$ cat config.mk
export PLATFORM = sky130hd
export DESIGN_NAME = game_over_ctrl
export DESIGN_NICKNAME = d
export VERILOG_FILES = /design/src/rtl/game_over_pkg.sv /design/src/rtl/go_cycle_counter.sv /design/src/rtl/game_over_ctrl.sv
export SDC_FILE = /design/constraint.sdc
export NUM_CORES = 1
export LEC_CHECK = 0
export ABC_AREA = 1
export BUFFER_PORTS_ARGS = -buffer_cell sky130_fd_sc_hd__buf_2
export CAP_MARGIN = 25
export CELL_PAD_IN_SITES_DETAIL_PLACEMENT = 1
export CELL_PAD_IN_SITES_GLOBAL_PLACEMENT = 2
export CORE_MARGIN = 5
export CORE_UTILIZATION = 26
export CTS_BUF_LIST = sky130_fd_sc_hd__clkbuf_4 sky130_fd_sc_hd__clkbuf_8
export CTS_CLUSTER_SIZE = 20
export DETAILED_ROUTE_END_ITERATION = 8
export PLACE_DENSITY_LB_ADDON = 0.1
export SLEW_MARGIN = 20
export SYNTH_ARGS = -nofsm -noshare
export SYNTH_HDL_FRONTEND = slang
export SYNTH_SLANG_ARGS = --single-unit
$ cat constraint.sdc
create_clock -name clk -period 1.5 [get_ports clk]
set_input_delay 0.3 -clock clk [delete_from_list [all_inputs] [get_ports clk]]
set_output_delay 0.3 -clock clk [all_outputs]
set_load 0.05 [all_outputs]
$ cat src/rtl/game_over_pkg.sv
// game_over_pkg -- shared types and helpers for the game-end controller.
//
// Contents:
//   go_state_e      2-bit FSM state; the encoding is visible on state_o
//                   (RUN=0, CONFIRM=1, ENDING=2, OVER=3)
//   MAX_SRC         widest request vector lowest_set_idx() accepts
//   lowest_set_idx  index of the lowest set bit, 0 when no bit is set
package game_over_pkg;

    typedef enum logic [1:0] {
        ST_RUN     = 2'd0,
        ST_CONFIRM = 2'd1,
        ST_ENDING  = 2'd2,
        ST_OVER    = 2'd3
    } go_state_e;

    localparam int unsigned MAX_SRC = 32;

    // Callers zero-extend their vector to MAX_SRC bits and truncate the result.
    function automatic logic [31:0] lowest_set_idx(input logic [MAX_SRC-1:0] v);
        logic        found;
        logic [31:0] idx;
        found = 1'b0;
        idx   = '0;
        for (int unsigned i = 0; i < MAX_SRC; i++) begin
            if (v[i] && !found) begin
                idx   = i;
                found = 1'b1;
            end
        end
        return idx;
    endfunction

endpackage

$ cat src/rtl/go_cycle_counter.sv
// go_cycle_counter -- up-counter with synchronous clear, enable and a
// terminal-count flag.
//
// Ports:
//   clk    in  system clock
//   rst    in  synchronous active-high reset
//   clr_i  in  clear to 0 (wins over en_i)
//   en_i   in  count up by one
//   tc_o   out high while the count equals MAX-1, i.e. the next enabled
//              cycle is the MAX-th one; tied high when MAX is 0
//
// The owner only enables the counter while its state bounds the count, so
// no wrap protection is built in.
module go_cycle_counter #(
    parameter int unsigned MAX = 1
) (
    input  logic clk,
    input  logic rst,
    input  logic clr_i,
    input  logic en_i,
    output logic tc_o
);

    localparam int unsigned W = (MAX < 1) ? 1 : $clog2(MAX + 1);
    localparam logic [W-1:0] TC_VAL = W'((MAX == 0) ? 0 : MAX - 1);

    logic [W-1:0] count_q;
    logic [W-1:0] count_d;

    always_comb begin
        count_d = count_q;
        if (clr_i) begin
            count_d = '0;
        end else if (en_i) begin
            count_d = count_q + 1'b1;
        end
    end

    always_ff @(posedge clk) begin
        if (rst) begin
            count_q <= '0;
        end else begin
            count_q <= count_d;
        end
    end

    assign tc_o = (MAX == 0) ? 1'b1 : (count_q == TC_VAL);

endmodule

$ cat src/rtl/game_over_ctrl.sv
// game_over_ctrl -- parametrised game-end controller.
//
// A game-over request (any bit of gameover) must stay nonzero for
// CONFIRM_CYCLES consecutive cycles. On the confirming edge the request
// vector is latched as cause, then the block freezes for ENDING_CYCLES
// cycles (ENDING) before asserting over (OVER). OVER holds until the
// restart request 'reset'. 'reset' wins over everything, in every state.
// All outputs are registered.
//
// Optional feature: define GAME_OVER_SCORE_EN to add the score port and one
// saturating SCORE_W-bit tally per source, bumped on every confirming edge
// for each source set in the latched cause; only rst clears the tallies.
//
// Ports:
//   clk       in   system clock
//   rst       in   synchronous active-high reset
//   gameover  in   [N_SRC]   per-source game-over request, level
//   reset     in   restart request from menu/keyboard, level
//   freeze    out  high in ENDING and OVER
//   over      out  high only in OVER
//   cause     out  [N_SRC]   gameover latched at the confirming edge
//   cause_id  out  [CID_W]   lowest set index of cause (0 if none)
//   state_o   out  [2]       current state encoding
//   score     out  [N_SRC*SCORE_W]  per-source tally (GAME_OVER_SCORE_EN)
module game_over_ctrl
    import game_over_pkg::*;
#(
    parameter int unsigned N_SRC          = 2,
    parameter int unsigned CONFIRM_CYCLES = 1,
    parameter int unsigned ENDING_CYCLES  = 0,
    parameter int unsigned SCORE_W        = 8,
    localparam int unsigned CID_W         = (N_SRC <= 1) ? 1 : $clog2(N_SRC)
) (
    input  logic             clk,
    input  logic             rst,
    input  logic [N_SRC-1:0] gameover,
    input  logic             reset,
    output logic             freeze,
    output logic             over,
    output logic [N_SRC-1:0] cause,
    output logic [CID_W-1:0] cause_id,
    output logic [1:0]       state_o
`ifdef GAME_OVER_SCORE_EN
    ,
    output logic [N_SRC*SCORE_W-1:0] score
`endif
);

    if (N_SRC < 1 || N_SRC > MAX_SRC) begin : g_bad_n_src
        $error("game_over_ctrl: N_SRC out of range");
    end
    if (CONFIRM_CYCLES < 1) begin : g_bad_confirm
        $error("game_over_ctrl: CONFIRM_CYCLES must be at least 1");
    end
    if (SCORE_W < 1) begin : g_bad_score_w
        $error("game_over_ctrl: SCORE_W must be at least 1");
    end

    go_state_e        state_q, state_d;
    logic             freeze_q, over_q;
    logic [N_SRC-1:0] cause_q, cause_d;
    logic [CID_W-1:0] cid_q, cid_d;

    logic any_go;
    logic confirm_hit;
    logic conf_clr, conf_en, conf_tc;
    logic end_clr, end_en, end_tc;

    assign any_go = |gameover;

    go_cycle_counter #(.MAX(CONFIRM_CYCLES)) u_confirm_cnt (
        .clk   (clk),
        .rst   (rst),
        .clr_i (conf_clr),
        .en_i  (conf_en),
        .tc_o  (conf_tc)
    );

    go_cycle_counter #(.MAX(ENDING_CYCLES)) u_ending_cnt (
        .clk   (clk),
        .rst   (rst),
        .clr_i (end_clr),
        .en_i  (end_en),
        .tc_o  (end_tc)
    );

    always_comb begin
        state_d     = state_q;
        cause_d     = cause_q;
        cid_d       = cid_q;
        confirm_hit = 1'b0;
        conf_clr    = 1'b0;
        conf_en     = 1'b0;
        end_clr     = 1'b0;
        end_en      = 1'b0;

        if (reset) begin
            state_d  = ST_RUN;
            cause_d  = '0;
            cid_d    = '0;
            conf_clr = 1'b1;
            end_clr  = 1'b1;
        end else begin
            unique case (state_q)
                ST_RUN: begin
                    if (any_go) begin
                        if (CONFIRM_CYCLES == 1) begin
                            confirm_hit = 1'b1;
                        end else begin
                            // Entering CONFIRM already accounts for this cycle.
                            state_d = ST_CONFIRM;
                            conf_en = 1'b1;
                        end
                    end
                end
                ST_CONFIRM: begin
                    if (!any_go) begin
                        state_d  = ST_RUN;
                        conf_clr = 1'b1;
                    end else if (conf_tc) begin
                        confirm_hit = 1'b1;
                        conf_clr    = 1'b1;
                    end else begin
                        conf_en = 1'b1;
                    end
                end
                ST_ENDING: begin
                    if (end_tc) begin
                        state_d = ST_OVER;
                        end_clr = 1'b1;
                    end else begin
                        end_en = 1'b1;
                    end
                end
                ST_OVER: begin
                    // gameover ignored; only reset leaves OVER.
                end
            endcase

            if (confirm_hit) begin
                cause_d = gameover;
                cid_d   = CID_W'(lowest_set_idx(MAX_SRC'(gameover)));
                state_d = (ENDING_CYCLES > 0) ? ST_ENDING : ST_OVER;
            end
        end
    end

    // Flag outputs are decoded from the next state so they line up with state_q.
    always_ff @(posedge clk) begin
        if (rst) begin
            state_q  <= ST_RUN;
            freeze_q <= 1'b0;
            over_q   <= 1'b0;
            cause_q  <= '0;
            cid_q    <= '0;
        end else begin
            state_q  <= state_d;
            freeze_q <= (state_d == ST_ENDING) || (state_d == ST_OVER);
            over_q   <= (state_d == ST_OVER);
            cause_q  <= cause_d;
            cid_q    <= cid_d;
        end
    end

    assign freeze   = freeze_q;
    assign over     = over_q;
    assign cause    = cause_q;
    assign cause_id = cid_q;
    assign state_o  = state_q;

`ifdef GAME_OVER_SCORE_EN
    logic [N_SRC*SCORE_W-1:0] score_q;

    // gameover at the confirming edge is exactly the cause being latched.
    always_ff @(posedge clk) begin
        if (rst) begin
            score_q <= '0;
        end else if (confirm_hit) begin
            for (int unsigned i = 0; i < N_SRC; i++) begin
                if (gameover[i] && (score_q[i*SCORE_W +: SCORE_W] != '1)) begin
                    score_q[i*SCORE_W +: SCORE_W] <= score_q[i*SCORE_W +: SCORE_W] + 1'b1;
                end
            end
        end
    end

    assign score = score_q;
`endif

endmodule

# ---- After elaboration in Yosys (flattened, before gate mapping)
# Index checks and enable logic that the tools add are counted.
dict set report classes {
  add_sub_neg 1
  n_eq_ne 4
  n_mux 20
  reduce_logical 7
}
# operator n
set op_table {}
lappend op_table {{1-bit two-way mux} 15}
lappend op_table {{2-bit == test (second input constant)} 3}
lappend op_table {{2-bit two-way mux} 3}
lappend op_table {{2-bit OR reduction} 3}
lappend op_table {{2-bit case mux with 2 select lines} 1}
lappend op_table {{2-bit by 1-bit == test with 1-bit output (second input constant)} 1}
lappend op_table {{2-bit zero test} 1}
lappend op_table {{1-bit case mux with 2 select lines} 1}
lappend op_table {{1-bit adder (second input constant)} 1}
lappend op_table {{1-bit logical AND} 1}
lappend op_table {{1-bit zero test} 1}
lappend op_table {{1-bit logical OR} 1}
dict set report word_totals {
  regBits 8
  input_bits 5
  out_inout_bits 7
  elab_cells 38
}

# ---- Depth between registers and ports, before layout
# Gate-level depths: netlist (run 1).
dict set report logic_depth {
  word_depth 9
  depth_mapped 8
  mapped_depth_nobuf 8
}

# ---- Hierarchy
# A second synthesis (run 1) with hierarchy kept.
dict set report hier_totals {
  hier_cells 62
  hier_area_um2 471.7
}
# mod n_inst cells_each area_each_um2 seq_area_each_um2
set modules_own_cells {}
lappend modules_own_cells {game_over_ctrl 1 53 415.4 140.1}
lappend modules_own_cells {{go_cycle_counter (u_confirm_cnt)} 1 7 45.0 20.0}
lappend modules_own_cells {{go_cycle_counter (u_ending_cnt)} 1 2 11.3 0.0}

# ---- Least setup slack after synthesis (run 1)
# OpenSTA, ideal clock, no wires.
dict set report synth_path {
  kind {reg2reg}
  startpoint {register state_q[0], in the netlist state_o[0]}
  endpoint {register over_q, in the netlist over}
  arrival_time_ps 1497
  t_required_ps 1386
  slack_ps -110
  path_stages_with_launch 9
  synth_period_minus_slack_ps 1610
  cell_sequence {dfxtp_1 > inv_1 > ha_1 > nand2_1 > inv_1 > nor2_1 > nand2_1 > nand2_1 > nor2_1}
}
dict set report synth_via {
  elab_chain_cells 6
}
# element line
set synth_rtl {}
lappend synth_rtl {{from (decl)} game_over_ctrl.sv:59} ;# go_state_e state_q, state_d;
lappend synth_rtl {{from (signal assigned)} game_over_ctrl.sv:157} ;# state_q <= state_d;
lappend synth_rtl {{2-bit by 1-bit == test with 1-bit output or 2-bit zero test (tied branches)} game_over_ctrl.sv:104} ;# unique case (state_q)
lappend synth_rtl {{1-bit case mux with 2 select lines} game_over_ctrl.sv:104}
lappend synth_rtl {{1-bit two-way mux} game_over_ctrl.sv:97} ;# if (reset) begin
lappend synth_rtl {{2-bit two-way mux *} game_over_ctrl.sv:140} ;# if (confirm_hit) begin
lappend synth_rtl {{2-bit two-way mux *} game_over_ctrl.sv:97}
lappend synth_rtl {{2-bit == test *} game_over_ctrl.sv:159} ;# over_q <= (state_d == ST_OVER);
lappend synth_rtl {{to (signal assigned)} game_over_ctrl.sv:159}
lappend synth_rtl {{to (decl)} game_over_ctrl.sv:60} ;# logic freeze_q, over_q;
# Every way passes the cells marked *; elsewhere a longest branch is shown, timed or not. The select of a mux whose other input is x is not followed.
# A chain may end at the register's enable or synchronous reset.

# ---- Worst setup path after layout (run 1)
# Same ends and word-level chain as after synthesis.

==> results of run 1 <==
[worst max-delay path: stages (launching register included)]
cell     delay, ns
dfxtp_2       0.36
inv_1         0.07
ha_1          0.32
nand2_1       0.08
inv_1         0.06
nor2_1        0.10
nand2_1       0.06
nand2_1       0.09
nor2_1        0.06
[Yosys cell counts]
cell type / n
nand3_1: 2
nand2_1: 10
inv_1: 11
ha_1: 4
a21oi_2: 1
nor2_1: 8
inv_2: 1
a21oi_1: 3
o21ai_0: 1
dfxtp_1: 8
nand2_2: 2
nor2_2: 2
[sequential cells by signal, indices dropped and copies added, names as in the netlist]
register / cells
over: 1
cause_id: 1
cause: 2
u_confirm_cnt.count_q: 1
state_o: 2
freeze: 1
[layout by cell type (no fill, tap or decap), types with 2 or more instances in the layout]
| master | n |
|---|---|
| inv_1 | 11 |
| buf_2 | 11 |
| nand2_1 | 10 |
| nor2_1 | 8 |
| dfxtp_1 | 6 |
| ha_1 | 4 |
| a21oi_1 | 3 |
| clkbuf_4 | 3 |
| nand2_2 | 2 |
| nor2_2 | 2 |
| nand3_1 | 2 |
| dfxtp_2 | 2 |
[metrics by stage]
| step | utilization [%] | worst slack [ns] |
|---|---|---|
| 2_1_floorplan | - | 0.0934 |
| 3_3_place_gp | 31.9 | 0.209 |
| 3_5_place_dp | 31.9 | 0.199 |
| 4_1_cts | 33.5 | 0.168 |
| 5_1_grt | 33.5 | 0.0989 |
| 6_report | 33.5 | 0.200 |
[final timing paths]
| kind | from | endpoint | slack, ns | cells past startpoint |
|---|---|---|---|---|
| worst max register to register | state_o[0] | over | 0.20 | 8 |
| worst min-delay path | rst | state_o[0] | 0.21 | 2 |
| worst min register to register | u_confirm_cnt.count_q | u_confirm_cnt.count_q | 0.47 | 2 |
| worst max-delay path | state_o[0] | over | 0.20 | 8 |
[metal layers]
metal  track usage [%]  vias to the layer above  wire (um)
met4              5.38                        0          9
met5                 0                        -          0
met3              3.99                        2         37
met1              9.44                      174        385
li1                  -                      186          -
met2              14.8                        4        466
[where the power goes]
part | switching, W | internal (W)
clock network | 0.0000766 | 0.0000918
logic | 0.0000891 | 0.0000349
registers | 0.00000673 | 0.000224
[final cells by class]
class	count	area [sq um]
multi-input cells	33	181
inverters	12	45.0
well taps	16	20.0
repair buffers	11	55.1
flip-flops and latches	8	163
fillers	198	967
clock buffers	3	22.5
[logic make-up after synthesis]
logic type | count (synthesis) | synth area share, %
compound gates | 5 | 7.44
fa+ha+maj | 4 | 12.9
buf+inv | 12 | 11.6
flops | 8 | 41.4
simple gates | 24 | 26.5
==> flow_metrics.tcl, run 1 <==
set metrics [dict create \
    cp-start-kind "flop" \
    grt_pass1_wl_um 1620 \
    cts_resized 0 \
    syn_to_final_growth_pct 25.9 \
    grt_start_max_net_pins 6 \
    drt_iter0_drc 1 \
    netlist_instances 53 \
    post-dp-hpwl_um 724 \
    critical_path_class "reg -> reg" \
    dieHeight_um 48.6 \
    p_total_w 0.000524 \
    fmax_ghz 0.769 \
    fp-row-count 14 \
    relSlewSlack_pct 77.0 \
    crit_arrival_ns 1.44 \
    drive_gt1_share_pct 32.8 \
    num_vias 366 \
    synth_top_area_share_pct 41.4 \
    cellLeakagePower_nw 0.269 \
    cts_buffer_depth 2 \
    clock_latency_ns 0.26 \
    wire_per_inst_um 10.8 \
    setup_viol 0 \
    yosys.area.top_type "dfxtp_1" \
    coreArea_sq_um 1450 \
    period_minus_slack_ns 1.30 \
    power_density_nw_per_um2 1080 \
    grt_overflow_total 0 \
    syn_avg_cell_area_sq_um 7.29 \
    dpl_cell_area_sq_um 464 \
    synth.area.top_cells "dfxtp_1, ha_1, inv_1" \
    ctsHoldBuffers 0 \
    finalHoldViolCount 0 \
    final_cells 83 \
    hp-class "in -> reg" \
    die_area_sq_um 2360 \
    grt_usage_pct 9.05 \
    rsz0062_at_grt "false" \
    synth_warnings 0 \
    nets 78 \
    routed_wl_um 898 \
    post-route-period-util_pct 86.6 \
    seq_area_frac_synth_pct 41.4 \
    syn_nets 62 \
    cts_setup_buffers 0 \
    dr.pass1.iters 3 \
    antenna_left 0 \
    status "finished, final reports clean" \
    peakVddDrop_v 0.000297 \
    grt_pass1_vias 386 \
    viasPerCell 4.41 \
    start_util_pct 26.6 \
    ios 12 \
    worst_setup_path_end_kind "flop" \
    htree_levels 1 \
    place.gp.congestion 0.747 \
    drc 0 \
    clkSinkCount 8 \
    yosysUniqueCellTypes 12 \
    cts_tree "done" \
    cp_max_fo 5 \
    cts-buffers-inserted 3 \
    antennaDiodeCount 0 \
    cp.required_ns 1.64 \
    antenna_found_initial 0 \
    totalNegativeSetupSlack_ns 0 \
    worst_pin_slew_ns 0.344 \
    clk_pin_slew_ns 0.05 \
    slew_violations 0 \
    io_buffers 11 \
    die_w_um 48.6 \
    postLayoutCellArea_sq_um 487 \
    ys_ff_latch 8 \
    max_cap_violations 0 \
    dpl.cell_count 80 \
    fin_skew_ns 0.00955 \
    synthesis.area_sq_um 387 \
    clockRootBuffer "clkbuf_4" \
    worst_hold_slack_ns 0.211 \
]
Note: power is estimated with default switching activity, not from simulation.
==> inputs of run 2 (changes only) <==
Settings changed: ABC_AREA 1 to 0, CORE_UTILIZATION 26 to 29.
==> flow_metrics.tcl, run 2 <==
set metrics [dict create \
    clkSinkCount 8 \
    postLayoutCellArea_sq_um 475 \
    synth_ff_type "dfxtp_1" \
    synth_edf_count 0 \
    cts_resized 0 \
    intPower_w 0.000359 \
    fp-row-count 13 \
    htree_levels 1 \
    dpl_cell_area_sq_um 453 \
    antennaDiodeCount 0 \
    crit_arrival_ns 1.53 \
    start_util_pct 29.7 \
    path_buf_inv 1 \
    synthesis.area_sq_um 377 \
    grt_overflow_total 0 \
    rsz0062_at_grt "false" \
    coreArea_sq_um 1270 \
    place.gp.congestion 0.677 \
    cp_slowest_stage_delay_ns 0.37 \
    crit_family "flip-flops" \
    cp-start-kind "flop" \
    clock_power_share_pct 31.7 \
    final.setup.worst_slack_ns 0.141 \
    cts_setup_buffers 0 \
    io_buffers 11 \
    synth_most_common_cell "dfxtp_1" \
    cp.required_ns 1.67 \
    synth_warnings 0 \
    nets 62 \
    syn_to_final_growth_pct 26.2 \
    cellLeakagePower_nw 0.229 \
    ys_async_sr_fraction_pct 0 \
    antenna_left 0 \
    cts_buffer_depth 2 \
    syn_avg_cell_area_sq_um 10.2 \
    relSlewSlack_pct 77.5 \
    peakVddDrop_v 0.000335 \
    setup_viol 0 \
    synth_top_area_share_pct 42.5 \
    antenna_found_initial 0 \
    slew_violations 0 \
    yosysUniqueCellTypes 19 \
    fin_skew_ns 0.00642 \
    ys_ff_latch 8 \
    post-route-period-util_pct 90.6 \
    period_minus_slack_ns 1.36 \
    worst_setup_path_end_kind "flop" \
    worstPathCellList "inv_1 -> ha_1 -> nand2b_4 -> or2_0 -> a31oi_1" \
    post-dp-hpwl_um 726 \
    critical_path_class "reg -> reg" \
    die_w_um 46.0 \
    clock_latency_ns 0.25 \
    grt_start_max_net_pins 6 \
    max_cap_violations 0 \
    drt_iter0_drc 1 \
    ios 12 \
    routed_wl_um 845 \
    grt_pass1_vias 373 \
    netlist_instances 37 \
    pwr-share-seq_pct 44.5 \
    grt_pass1_wl_um 1560 \
    clockRootBuffer "clkbuf_4" \
    fmax_ghz 0.736 \
    power_density_nw_per_um2 1100 \
    clk_pin_slew_ns 0.05 \
    synth_common_cells "dfxtp_1, a31oi_1, ha_1" \
    synth.area.top_cells "dfxtp_1, ha_1, a31oi_1" \
    place_ws_ns 0.141 \
    hp-class "in -> reg" \
    syn_nets 46 \
    status "finished, final reports clean" \
    worst_pin_slew_ns 0.338 \
    drc 0 \
    dr.pass1.iters 2 \
    finalHoldViolCount 0 \
    grt_usage_pct 10.4 \
    switching_share_pct 31.7 \
    cts-buffers-inserted 3 \
    viasPerCell 4.94 \
    cpMaxStageDelayCell "dfxtp_2" \
    cp_max_fo 4 \
    dieHeight_um 46.0 \
    cts_tree "done" \
    yosys.area.top_type "dfxtp_1" \
    seq_area_frac_synth_pct 42.5 \
    pwr-share-comb_pct 23.8 \
    totalNegativeSetupSlack_ns 0 \
    final_common_cell "buf_2" \
    num_vias 326 \
    ctsHoldBuffers 0 \
    die_area_sq_um 2120 \
    drive_gt1_share_pct 37.3 \
    final_cell_mix "buf_2, dfxtp_1, a31oi_1, ha_1, clkbuf_4" \
    p_sw_w 0.000166 \
    wire_per_inst_um 12.8 \
]
## run 2: cell count changes after synthesis, moves of 3 or more
| cell | delta |
|---|---|
| a21oi_1 | -3 |
| a31oi_1 | +4 |
| inv_1 | -9 |
| nand2_1 | -8 |
| nor2_1 | -6 |
## run 2: logic make-up after synthesis
kind of cell	Yosys count	share of synthesized area (%)
AO/OA/AOI/OAI	12	21.6
buffers and inverters	2	1.99
AND/OR/NAND/NOR	10	17.9
flip-flops	8	42.5
adder cells (fa/ha/maj)	4	13.3
multiplexers	1	2.66
## run 2: worst paths after layout
check	end	startpoint	slack [ns]	depth (start not counted)
worst max-delay path	over	state_o[1]	0.14	5
worst min-delay path	cause_id	rst	0.36	3
worst max register to register	over	state_o[1]	0.14	5
worst min register to register	cause[0]	cause[0]	0.46	2
## run 2: final cells by class
class / count / area [sq um]
fillers: 156 / 793
clock buffers: 3 / 22.5
repair buffers: 11 / 55.1
well taps: 15 / 18.8
flip-flops and latches: 8 / 163
inverters: 2 / 7.51
multi-input cells: 27 / 209
## run 2: tightest hold or removal path, delay by kind of cell
kind                   cells  cell delay [ns]
AO/OA/AOI/OAI              1             0.11
AND/OR/NAND/NOR            1             0.07
buffers and inverters      1             0.08
## run 2: routing by layer
metal  vias to the layer above  GRT usage, %  routed length [um]
met4                         0          5.11                   6
met3                         2          3.95                  64
met2                         8          17.9                 447
li1                        161             -                   -
met1                       155          10.8                 326
met5                         -             0                   0
## run 2: metrics by stage
| stage | util (%) | power [W] | hold slack [ns] | instances |
|---|---|---|---|---|
| 4_1_cts | 37.5 | 0.000537 | 0.365 | 66 |
| 3_3_place_gp | 35.7 | 0.000361 | 0.442 | 63 |
| 6_report | 37.5 | 0.000525 | 0.363 | 66 |
| 3_5_place_dp | 35.7 | 0.000366 | 0.462 | 63 |
| 5_1_grt | 37.5 | 0.000558 | 0.390 | 66 |
| 2_1_floorplan | - | 0.000333 | 0.496 | 37 |
## run 2: power groups by stage
stage               combinational (W)  sequential (W)  clock, W
floorplan                   0.0000517        0.000281         0
global placement             0.000124        0.000237         0
detailed placement           0.000127        0.000239         0
CTS                          0.000127        0.000234  0.000175
global route                 0.000136        0.000236  0.000186
finish                       0.000125        0.000234  0.000166
